--- config.mk ---
export PLATFORM = sky130hd
export DESIGN_NAME = register_writeback_flat
export DESIGN_NICKNAME = d
export VERILOG_FILES = /design/src/rtl/cpu_types_pkg.sv /design/src/rtl/register_file_if.sv /design/src/rtl/wb_scoreboard.sv /design/src/rtl/register_writeback.sv /design/src/flat_wrapper.sv
export SDC_FILE = /design/constraint.sdc
export NUM_CORES = 1
export LEC_CHECK = 0
export ABC_CLOCK_PERIOD_IN_PS = 7000
export CORE_MARGIN = 1.5
export CORE_UTILIZATION = 47
export CTS_CLUSTER_DIAMETER = 150
export DETAILED_ROUTE_END_ITERATION = 16
export GPL_TIMING_DRIVEN = 0
export PLACE_DENSITY = 0.93
export SYNTH_ARGS = -nofsm -noshare
export SYNTH_HDL_FRONTEND = slang
export SYNTH_SLANG_ARGS = --single-unit
--- constraint.sdc ---
create_clock -name clk -period 7 [get_ports clk]
set_input_delay 1.4 -clock clk [delete_from_list [all_inputs] [get_ports clk]]
set_output_delay 1.4 -clock clk [all_outputs]
set_load 0.005 [all_outputs]
--- src/rtl/cpu_types_pkg.sv ---
// rtl/cpu_types_pkg.sv - shared CPU datapath types
package cpu_types_pkg;

    localparam int WORD_W   = 32;
    localparam int REG_W    = 5;
    localparam int NUM_REGS = 32;

    typedef logic [WORD_W-1:0] word_t;
    typedef logic [REG_W-1:0]  regbits_t;

endpackage

--- src/rtl/register_file_if.sv ---
// rtl/register_file_if.sv - register-file write port (writer drives, rf receives)
interface register_file_if;
    import cpu_types_pkg::*;

    logic     wen;
    regbits_t wsel;
    word_t    wdat;

    modport wb (output wen, output wsel, output wdat);
    modport rf (input wen, input wsel, input wdat);

endinterface

--- src/rtl/wb_scoreboard.sv ---
// rtl/wb_scoreboard.sv - pending-write scoreboard with set/clear/flush
module wb_scoreboard
    import cpu_types_pkg::*;
(
    input  logic                clk,
    input  logic                n_rst,
    input  logic                set_en,
    input  regbits_t            set_sel,
    input  logic                clr_en,
    input  regbits_t            clr_sel,
    input  logic                flush,
    output logic [NUM_REGS-1:0] busy
);

    logic [NUM_REGS-1:0] busy_nxt;

    // Order matters: flush, then clear, then set, so a same-cycle issue always survives.
    always_comb begin
        busy_nxt = busy;
        if (flush)
            busy_nxt = '0;
        if (clr_en)
            busy_nxt[clr_sel] = 1'b0;
        if (set_en && (set_sel != '0))
            busy_nxt[set_sel] = 1'b1;
    end

    always_ff @(posedge clk) begin
        if (!n_rst)
            busy <= '0;
        else
            busy <= busy_nxt;
    end

endmodule

--- src/rtl/register_writeback.sv ---
// rtl/register_writeback.sv - result writeback stage with scoreboard; optional WB_BYPASS_EN bypass
module register_writeback
    import cpu_types_pkg::*;
#(
    parameter bit ERR_STICKY = 1'b1
) (
    input  logic                clk,
    input  logic                n_rst,
    input  logic                issue_en,
    input  regbits_t            issue_sel,
    input  regbits_t            rsel_1,
    input  regbits_t            rsel_2,
    input  logic                res_valid,
    input  regbits_t            res_sel,
    input  word_t               res_dat,
    input  logic                flush,
    register_file_if.wb         rf_wr,
    output logic                hazard,
    output logic                byp_1,
    output logic                byp_2,
    output logic [NUM_REGS-1:0] busy,
    output logic                err
);

    logic     wen_q;
    regbits_t wsel_q;
    word_t    wdat_q;
    logic     orphan;

    assign orphan = res_valid && (res_sel != '0) && !busy[res_sel];

    always_ff @(posedge clk) begin
        if (!n_rst) begin
            wen_q  <= 1'b0;
            wsel_q <= '0;
            wdat_q <= '0;
            err    <= 1'b0;
        end else begin
            wen_q  <= res_valid && (res_sel != '0);
            wsel_q <= res_sel;
            wdat_q <= res_dat;
            if (ERR_STICKY)
                err <= err | orphan;
            else
                err <= orphan;
        end
    end

    assign rf_wr.wen  = wen_q;
    assign rf_wr.wsel = wsel_q;
    assign rf_wr.wdat = wdat_q;

    wb_scoreboard u_scoreboard (
        .clk     (clk),
        .n_rst   (n_rst),
        .set_en  (issue_en),
        .set_sel (issue_sel),
        .clr_en  (wen_q),
        .clr_sel (wsel_q),
        .flush   (flush),
        .busy    (busy)
    );

`ifdef WB_BYPASS_EN
    assign byp_1 = wen_q && (wsel_q == rsel_1) && (rsel_1 != '0);
    assign byp_2 = wen_q && (wsel_q == rsel_2) && (rsel_2 != '0);
`else
    assign byp_1 = 1'b0;
    assign byp_2 = 1'b0;
`endif

    // A source served by the bypass is not a hazard even though its busy bit is still set.
    assign hazard = (busy[rsel_1] && (rsel_1 != '0) && !byp_1) ||
                    (busy[rsel_2] && (rsel_2 != '0) && !byp_2);

endmodule

--- src/flat_wrapper.sv ---
// flat-port wrapper written by rule: the top's interface ports become plain ports
module register_writeback_flat import cpu_types_pkg::*;
#(
    parameter bit ERR_STICKY = 1'b1
)
  (clk, n_rst, issue_en, issue_sel, rsel_1, rsel_2, res_valid, res_sel, res_dat, flush, hazard, byp_1, byp_2, busy, err, rf_wr_wen, rf_wr_wsel, rf_wr_wdat);
  register_file_if rf_wr_i ();
  input  logic clk;
  input  logic n_rst;
  input  logic issue_en;
  input  regbits_t issue_sel;
  input  regbits_t rsel_1;
  input  regbits_t rsel_2;
  input  logic res_valid;
  input  regbits_t res_sel;
  input  word_t res_dat;
  input  logic flush;
  output logic hazard;
  output logic byp_1;
  output logic byp_2;
  output logic [NUM_REGS-1:0] busy;
  output logic err;
  output wire logic [$bits(rf_wr_i.wen)-1:0] rf_wr_wen;
  output wire logic [$bits(rf_wr_i.wsel)-1:0] rf_wr_wsel;
  output wire logic [$bits(rf_wr_i.wdat)-1:0] rf_wr_wdat;
  assign rf_wr_wen = rf_wr_i.wen;
  assign rf_wr_wsel = rf_wr_i.wsel;
  assign rf_wr_wdat = rf_wr_i.wdat;
  register_writeback #(.ERR_STICKY(ERR_STICKY)) u_core (.clk(clk), .n_rst(n_rst), .issue_en(issue_en), .issue_sel(issue_sel), .rsel_1(rsel_1), .rsel_2(rsel_2), .res_valid(res_valid), .res_sel(res_sel), .res_dat(res_dat), .flush(flush), .rf_wr(rf_wr_i), .hazard(hazard), .byp_1(byp_1), .byp_2(byp_2), .busy(busy), .err(err));
endmodule
==> metrics.md <==
| Metric | Value |
|---|---|
| Post-DP HPWL | approximately 7500 µm |
| CP Data Required Time | 5.60 ns |
| I/O Buffers | 121 |
| Max Slew Vio Count | 0 |
| Drt via density | 5.988 |
| Crit-path max FO | 10 |
| Critical R2R Capture | u_core.u_scoreboard.busy[20] |
| Mapped Area | 3261 µm² |
| Synth async-reset ratio | 0% |
| Measured slew at the worst slew-check pin | about 1.3 ns |
| Sequential power share | 47.8% |
| TritonCTS clock tree | yes |
| Power Dens Cells | roughly 190 nW/µm² |
| Leak | between 1.5 and 2 nW |
| Synth warn | 0 |
| Initial antenna violation count | 0 |
| Maximum VDD drop | 0.1723 mV |
| Post-synth cell types | 34 |
| Top FF cell, synth | dfxtp_1 |
| Area Growth Syn to Fin | 46.89% |
| Total die area | approximately 7400 µm² |
| Syn Area/Cell | 10.94 µm² |
| Core ar. | 6756 µm² |
| Reg clk slew, reported paths | 0.07 ns |
| Post-synthesis sequential area ratio | 43.59% |
| Final Hold Slack | just under 0.5 ns |
| Most common cell on crit path | mux4_2 |
| Via Count | between 3000 and 4000 |
| Routed len/inst | between 15 and 20 µm |
| EDFF count, synth | 0 |
| Starting Density | 48.26% |
| Worst path slowest cell | mux4_2 |
| Final setup violation count | 0 |
| Startpoint Class | primary input |
| RSZ-0062 raised after global routing | false |
| Tot Pwr | 0.8932 mW |
| Origin of the critical flop-to-flop path | u_core.rf_wr.wen |
| CP endpoint kind | primary output |
| Switch Pwr | roughly 0.20 mW |
| Post-CTS resize count | 0 |
| Die Y | 86.29 µm |
| Post-layout instance area | 4790 µm² |
| Top cells by count, synth | dfxtp_1, and2_1, nand2_1 |
| Final Hold Fails | 0 |
| Initial DRC count | 373 |
| Antenna cells | 0 |
| Boundary pin count | around 130 |
| Setup TNS | 0 ns |
| R2R Setup Slk | 4.94 ns |
| Final GP Congestion | 0.9100 |
| WP buf/inv | 2 |
| Setup Fix Bufs, Post-CTS | 0 |
| Clk pwr share | 39.0% |
| Crit share post-route | 67.60% |
| Layout cell share with drive strength beyond 1 | 9.174% |
| Int Pwr | 0.6907 mW |
| CTS Buffer Depth | 2 |
| CP max stage delay | 0.46 ns |
| Worst path cell trace | clkbuf_1 -> mux4_2 -> mux4_2 -> nand2b_1 -> o211ai_1 -> clkdlybuf4s50_1 |
| Kind of cell adding the most delay to the critical path | multiplexers |
| Combinational group share of total power | between 10% and 20% |
| Mapped Cells | 298 |
| Cts hold-fix bufs | 0 |
| Synth Register Bits | 71 |
| Max_cap viols | 0 |
| Fillers | roughly 460 |
| # H-tree levels | 3 |
| Peak Freq | 211.3 MHz |
| First-pass GRT wire length | around 15000 µm |
| Share of the synthesized area in the top cell type | around 44% |
| Switching portion of total power | 22.67% |
| Tmin final | 4.732 ns |
| Clock Tree Root | clkbuf_8 |
| Final ANT Viol Nets | 0 |
| Area contributors post-synth | dfxtp_1, mux4_2, a32o_1, and2_1, mux4_1 |
| Remaining Overflow, GRT | 0 |
| Pin count of the biggest net entering global routing | 13 |
| Total GRT Usage | 26.78% |
| Hold_sp | u_core.u_scoreboard.busy[0] |
| Clock latency at the later pin of the worst-skew pair | 0.34 ns |
| DRC viols | 0 |
| Post-route clock skew | 0.007552 ns |
| DRT Wirelength | 9939 µm |
| Cts bufs inserted | 9 |
| Setup CP Type | primary input to primary output |
| Cell accounting for the most synthesized area | dfxtp_1 |
| Post-layout nets | around 490 |
| Pre-antenna DRT Iters | 5 |
| Worst-case reg-to-reg path depth | 3 |
| Hold Crit Class | register to register |
| Clk sinks | 71 |
| Placed Instance Area | 4576 µm² |
| Most frequent cell after synthesis | dfxtp_1 |
| Hold path depth | 2 |
| Worst Path Arrival | about 3.3 ns |
| Worst Hold Path EP | u_core.u_scoreboard.busy[0] |
| Slew margin rel. | 15.62% |
| Rows | 30 |
| Critical Path Start | rsel_2[1] |
| Status | finished, final reports clean |
| Vias in the first global route | between 3000 and 4000 |
| Die width | 86.29 µm |
flip-flops by register name, summed over array words and instances, names as in the netlist:
| signal | cells |
|---|---|
| u_core.u_scoreboard.busy | 32 |
| u_core.rf_wr.wsel | 5 |
| u_core.rf_wr.wen | 1 |
| u_core.err | 1 |
| u_core.rf_wr.wdat | 32 |
power groups by stage:
stage	combinational [mW]	clock (mW)	sequential, mW
2_1_floorplan	0.0438	0	0.435
3_3_place_gp	0.113	0	0.435
3_5_place_dp	0.116	0	0.436
4_1_cts	0.117	0.354	0.427
5_1_grt	0.125	0.368	0.428
6_report	0.118	0.349	0.427
cells by family (layout without fill, tap and decap cells):
group | count (synthesis) | after routing | synth area share (%)
compound gates | 43 | 43 | 11.13
flops | 71 | 71 | 43.59
other cells | 1 | 2 | 0.1150
mux | 32 | 32 | 19.84
simple gates | 131 | 131 | 22.49
buf+inv | 20 | 157 | 2.839
metrics by stage:
stage / setup slack, ns / instances / util, %
global route: 2.191 / 516 / 70.89
CTS: 2.245 / 516 / 70.89
global placement: 2.299 / 500 / 67.72
finish: 2.268 / 516 / 70.89
detailed placement: 2.246 / 500 / 67.72
floorplan: 2.826 / 299 / -
routing by layer:
layer / global-route usage, % / routed length [µm] / share of wire, % / vias up
met5: 0 / 0 / 0 / -
met4: 11.73 / 216 / 2.2 / 0
li1: - / - / - / 1372
met2: 46.46 / 4841 / 49 / 246
met1: 30.86 / 3678 / 37 / 1438
met3: 7.714 / 1201 / 12 / 34
worst max-delay path by stage:
stage / endpoint / slack, ns / cells past startpoint
2_1_floorplan: hazard / 2.83 / 5
3_3_place_gp: hazard / 2.30 / 6
3_5_place_dp: hazard / 2.25 / 6
4_1_cts: hazard / 2.25 / 6
5_1_grt: hazard / 2.19 / 7
6_report: hazard / 2.27 / 6
area by class of cell:
cell class | instances | area (µm²) | share of cell area (%)
well taps | 80 | 100.1 | 2.090
plain buffers | 19 | 88.84 | 1.855
clock inverters | 5 | 82.58 | 1.724
multi-input cells | 208 | 1750 | 36.55
clock buffers | 11 | 131.4 | 2.743
repair buffers | 121 | 1211 | 25.29
inverters | 1 | 3.754 | 0.07837
flip-flops and latches | 71 | 1421 | 29.68
worst register-to-register path, delay by kind of cell, from the launching register on:
family           cells  cell delay [ns]
AO/OA/AOI/OAI        1             0.33
flip-flops           1             0.38
AND/OR/NAND/NOR      2             1.24
layout by cell type (no fill, tap or decap), drive strengths merged, types with 2 or more instances in the layout:
cell type / n
nand3b: 2
a21oi: 13
mux2i: 8
nor2b: 6
nand2b: 8
and2: 41
a32o: 26
nand2: 38
clkdlybuf4s50: 121
and3b: 3
nor2: 11
bufinv: 2
conb: 2
buf: 5
nor3: 4
and3: 3
nand3: 2
mux4: 24
nor3b: 8
clkbuf: 25
dfxtp: 71
clkinv: 3
Note: power is estimated with default switching activity, not from simulation.
==> RTL edit (config.mk and constraints unchanged) <==
`ERR_STICKY` is set to 1'b1 in 2 places; all go to 1'b0.
--- a/src/rtl/register_writeback.sv
+++ b/src/rtl/register_writeback.sv
@@ -4,3 +4,3 @@
 #(
-    parameter bit ERR_STICKY = 1'b1
+    parameter bit ERR_STICKY = 1'b0
 ) (
--- a/src/flat_wrapper.sv
+++ b/src/flat_wrapper.sv
@@ -3,3 +3,3 @@
 #(
-    parameter bit ERR_STICKY = 1'b1
+    parameter bit ERR_STICKY = 1'b0
 )
Function: changed (Yosys sat finds a counterexample within 4 cycles, from zero or initial values and one cycle with n_rst low).
==> RTL edit against the unedited design <==
Count of clock-buffer cells in the layout increased by 3. Sequential cell count unchanged. Via count increased by 3.0%. Total power decreased by 7.8%. Area after synthesis increased by 1.8%. Utilization decreased by 0.23 points. Sequential power about the same. Cell area increased by 0.24%. Sequential share of layout area decreased by 0.070 points. Routed wire length decreased by 0.23%. Worst setup slack got worse by 330 ps. Largest cell class unchanged. Largest power group unchanged.
==> RTL edit: results (changes against the unedited design) <==
===============================================================================================
Most numerous cell types in the synthesized netlist .............................. sky130_fd_sc_hd__dfxtp_1 (71), sky130_fd_sc_hd__and2_1 (41), sky130_fd_sc_hd__nand2_1 (41)
Buffer levels on the longest clock path ..........................................            2   unchanged
Root Buffer Master ............................................................... sky130_fd_sc_hd__clkbuf_8
Largest fanout on the critical path ..............................................           10   unchanged
Post-DR wirelength/cell ..........................................................      17.7 µm   -7.9%
Library cell contributing the largest single delay on the critical path .......... sky130_fd_sc_hd__clkdlybuf4s50_1
Largest net degree at the start of global routing ................................           11   -2
Total global routing track utilization ...........................................        0.275   +0.00713
CTS H-tree depth .................................................................            3   unchanged
Fraction of synthesis flops using an asynchronous set or reset pin ...............            0   unchanged
Number of DRC markers in iteration 0 .............................................          253   -32%
Number of gates given a new drive strength after cts .............................            0   unchanged
Worst-skew pair later-pin latency ................................................       340 ps   about the same
Worst slack at placement .........................................................      1940 ps   -307 ps
Power Internal ...................................................................     0.627 mW   -9.2%
Detailed-routing iteration count for the pre-antenna-repair pass .................            5   unchanged
Total placed instance area .......................................................     4640 µm²   +1.5%
Clock tree skew after final layout ...............................................      6.79 ps   -0.766 ps
Final HPWL DP ....................................................................      7570 µm   +1.5%
Count of buffers added by post-CTS timing repair for setup .......................            0   unchanged
Synth area leaders ............................................................... sky130_fd_sc_hd__dfxtp_1 (43%), sky130_fd_sc_hd__a32o_1 (7.8%), sky130_fd_sc_hd__and2_1 (7.7%)
Worst ir drop on vdd .............................................................     0.175 mV   +1.5%
Number of buffers created by CTS .................................................            9   unchanged
Synth Warn # .....................................................................            0   unchanged
Antenna violations before repair .................................................            0   unchanged
I/O Buffers ......................................................................          120   -0.83%
Delay of the slowest critical-path stage .........................................       550 ps   +90 ps
Critical path's top delay family ................................................. buffers and inverters
Top_reg_cell synth ............................................................... sky130_fd_sc_hd__dfxtp_1
Leakage Power ....................................................................      1.77 nW   +0.13%
Share of post-route cells with drive strength above 1 ............................       0.0734   -0.0183
Number of antenna cells inserted .................................................            0   unchanged
Vias/cell ........................................................................         5.69   -4.9%
Outcome .......................................................................... complete, no violations
Number of nets at the end of the flow ............................................          516   +5.7%
Distinct cells, synth ............................................................           36   +5.9%
Sequential fraction of the synthesis area ........................................        0.428   -0.00756
WP data arrival ..................................................................      3660 ps   +330 ps
Clock input transition at the sequential cells of the worst setup and hold paths .        60 ps
Global-route wire length before repair ...........................................     15900 µm   +5.1%
Routability Congestion ...........................................................        0.969   +6.5%
Hold/Removal Path Class .......................................................... flip-flop to flip-flop
Slew of the pin with the lowest slew margin ......................................       656 ps   -607 ps
Most repeated cell in the gate-level netlist after synthesis ..................... sky130_fd_sc_hd__dfxtp_1
Via count of the first global-routing pass .......................................         3280   +7.6%
===============================================================================================
RTL edit: kinds of logic after synthesis:
kind of cell | synth area share
AND/OR/NAND/NOR | 0.231
flip-flops | 0.428
AO/OA/AOI/OAI | 0.133
multiplexers | 0.170
buffers and inverters | 0.0358
other | 0.00113
RTL edit: cell type report:
class / count / area (µm²)
multi-input combinational: 235 / 1780
buffer: 22 / 119
tap: 96 / 120
sequential: 71 / 1420
fill: 488 / 1990
clock inverter: 1 / 5.00
timing repair buffer: 120 / 1200
clock buffer: 14 / 153
RTL edit: worst paths after layout:
kind	to	slack, ps	from	cells after the start
setup / recovery	hazard	1940	rsel_2[1]	7
hold / removal	u_core.u_scoreboard.busy[0]$_SDFF_PN0_	520	u_core.u_scoreboard.busy[0]$_SDFF_PN0_	2
setup reg to reg	u_core.u_scoreboard.busy[10]$_SDFF_PN0_	5430	u_core.rf_wr.wsel[1]$_SDFF_PN0_	4
hold reg to reg	u_core.u_scoreboard.busy[0]$_SDFF_PN0_	520	u_core.u_scoreboard.busy[0]$_SDFF_PN0_	2
RTL edit: metrics by stage:
stage / std cells / hold slack (ps) / total power, mW
global route: 559 / 528 / 0.855
global placement: 544 / 490 / 0.553
finish: 559 / 524 / 0.823
floorplan: 328 / 441 / 0.484
CTS: 559 / 507 / 0.827
detailed placement: 544 / 494 / 0.557
RTL edit: routing by layer:
layer	up-vias	track usage	routed length, µm	share of wire
met5	-	0	0	0
met4	0	0.125	246	0.025
met3	26	0.0929	1060	0.11
met2	211	0.461	4850	0.49
met1	1490	0.317	3760	0.38
li1	1456	-	-	-
RTL edit: tightest hold or removal path: cells and delay by family, from the launching register on:
family             cells  cell delay [ps]
AOI/OAI and AO/OA      1               40
DFF                    1              360
and+or+nand+nor        1               80
RTL edit: power by group through the flow:
stage / sequential, mW / clock (mW) / combinational [mW]
after detailed placement: 0.436 / 0 / 0.121
after global placement: 0.435 / 0 / 0.118
after global routing: 0.428 / 0.296 / 0.131
after floorplan: 0.435 / 0 / 0.0486
after CTS: 0.427 / 0.278 / 0.122
final: 0.427 / 0.274 / 0.122
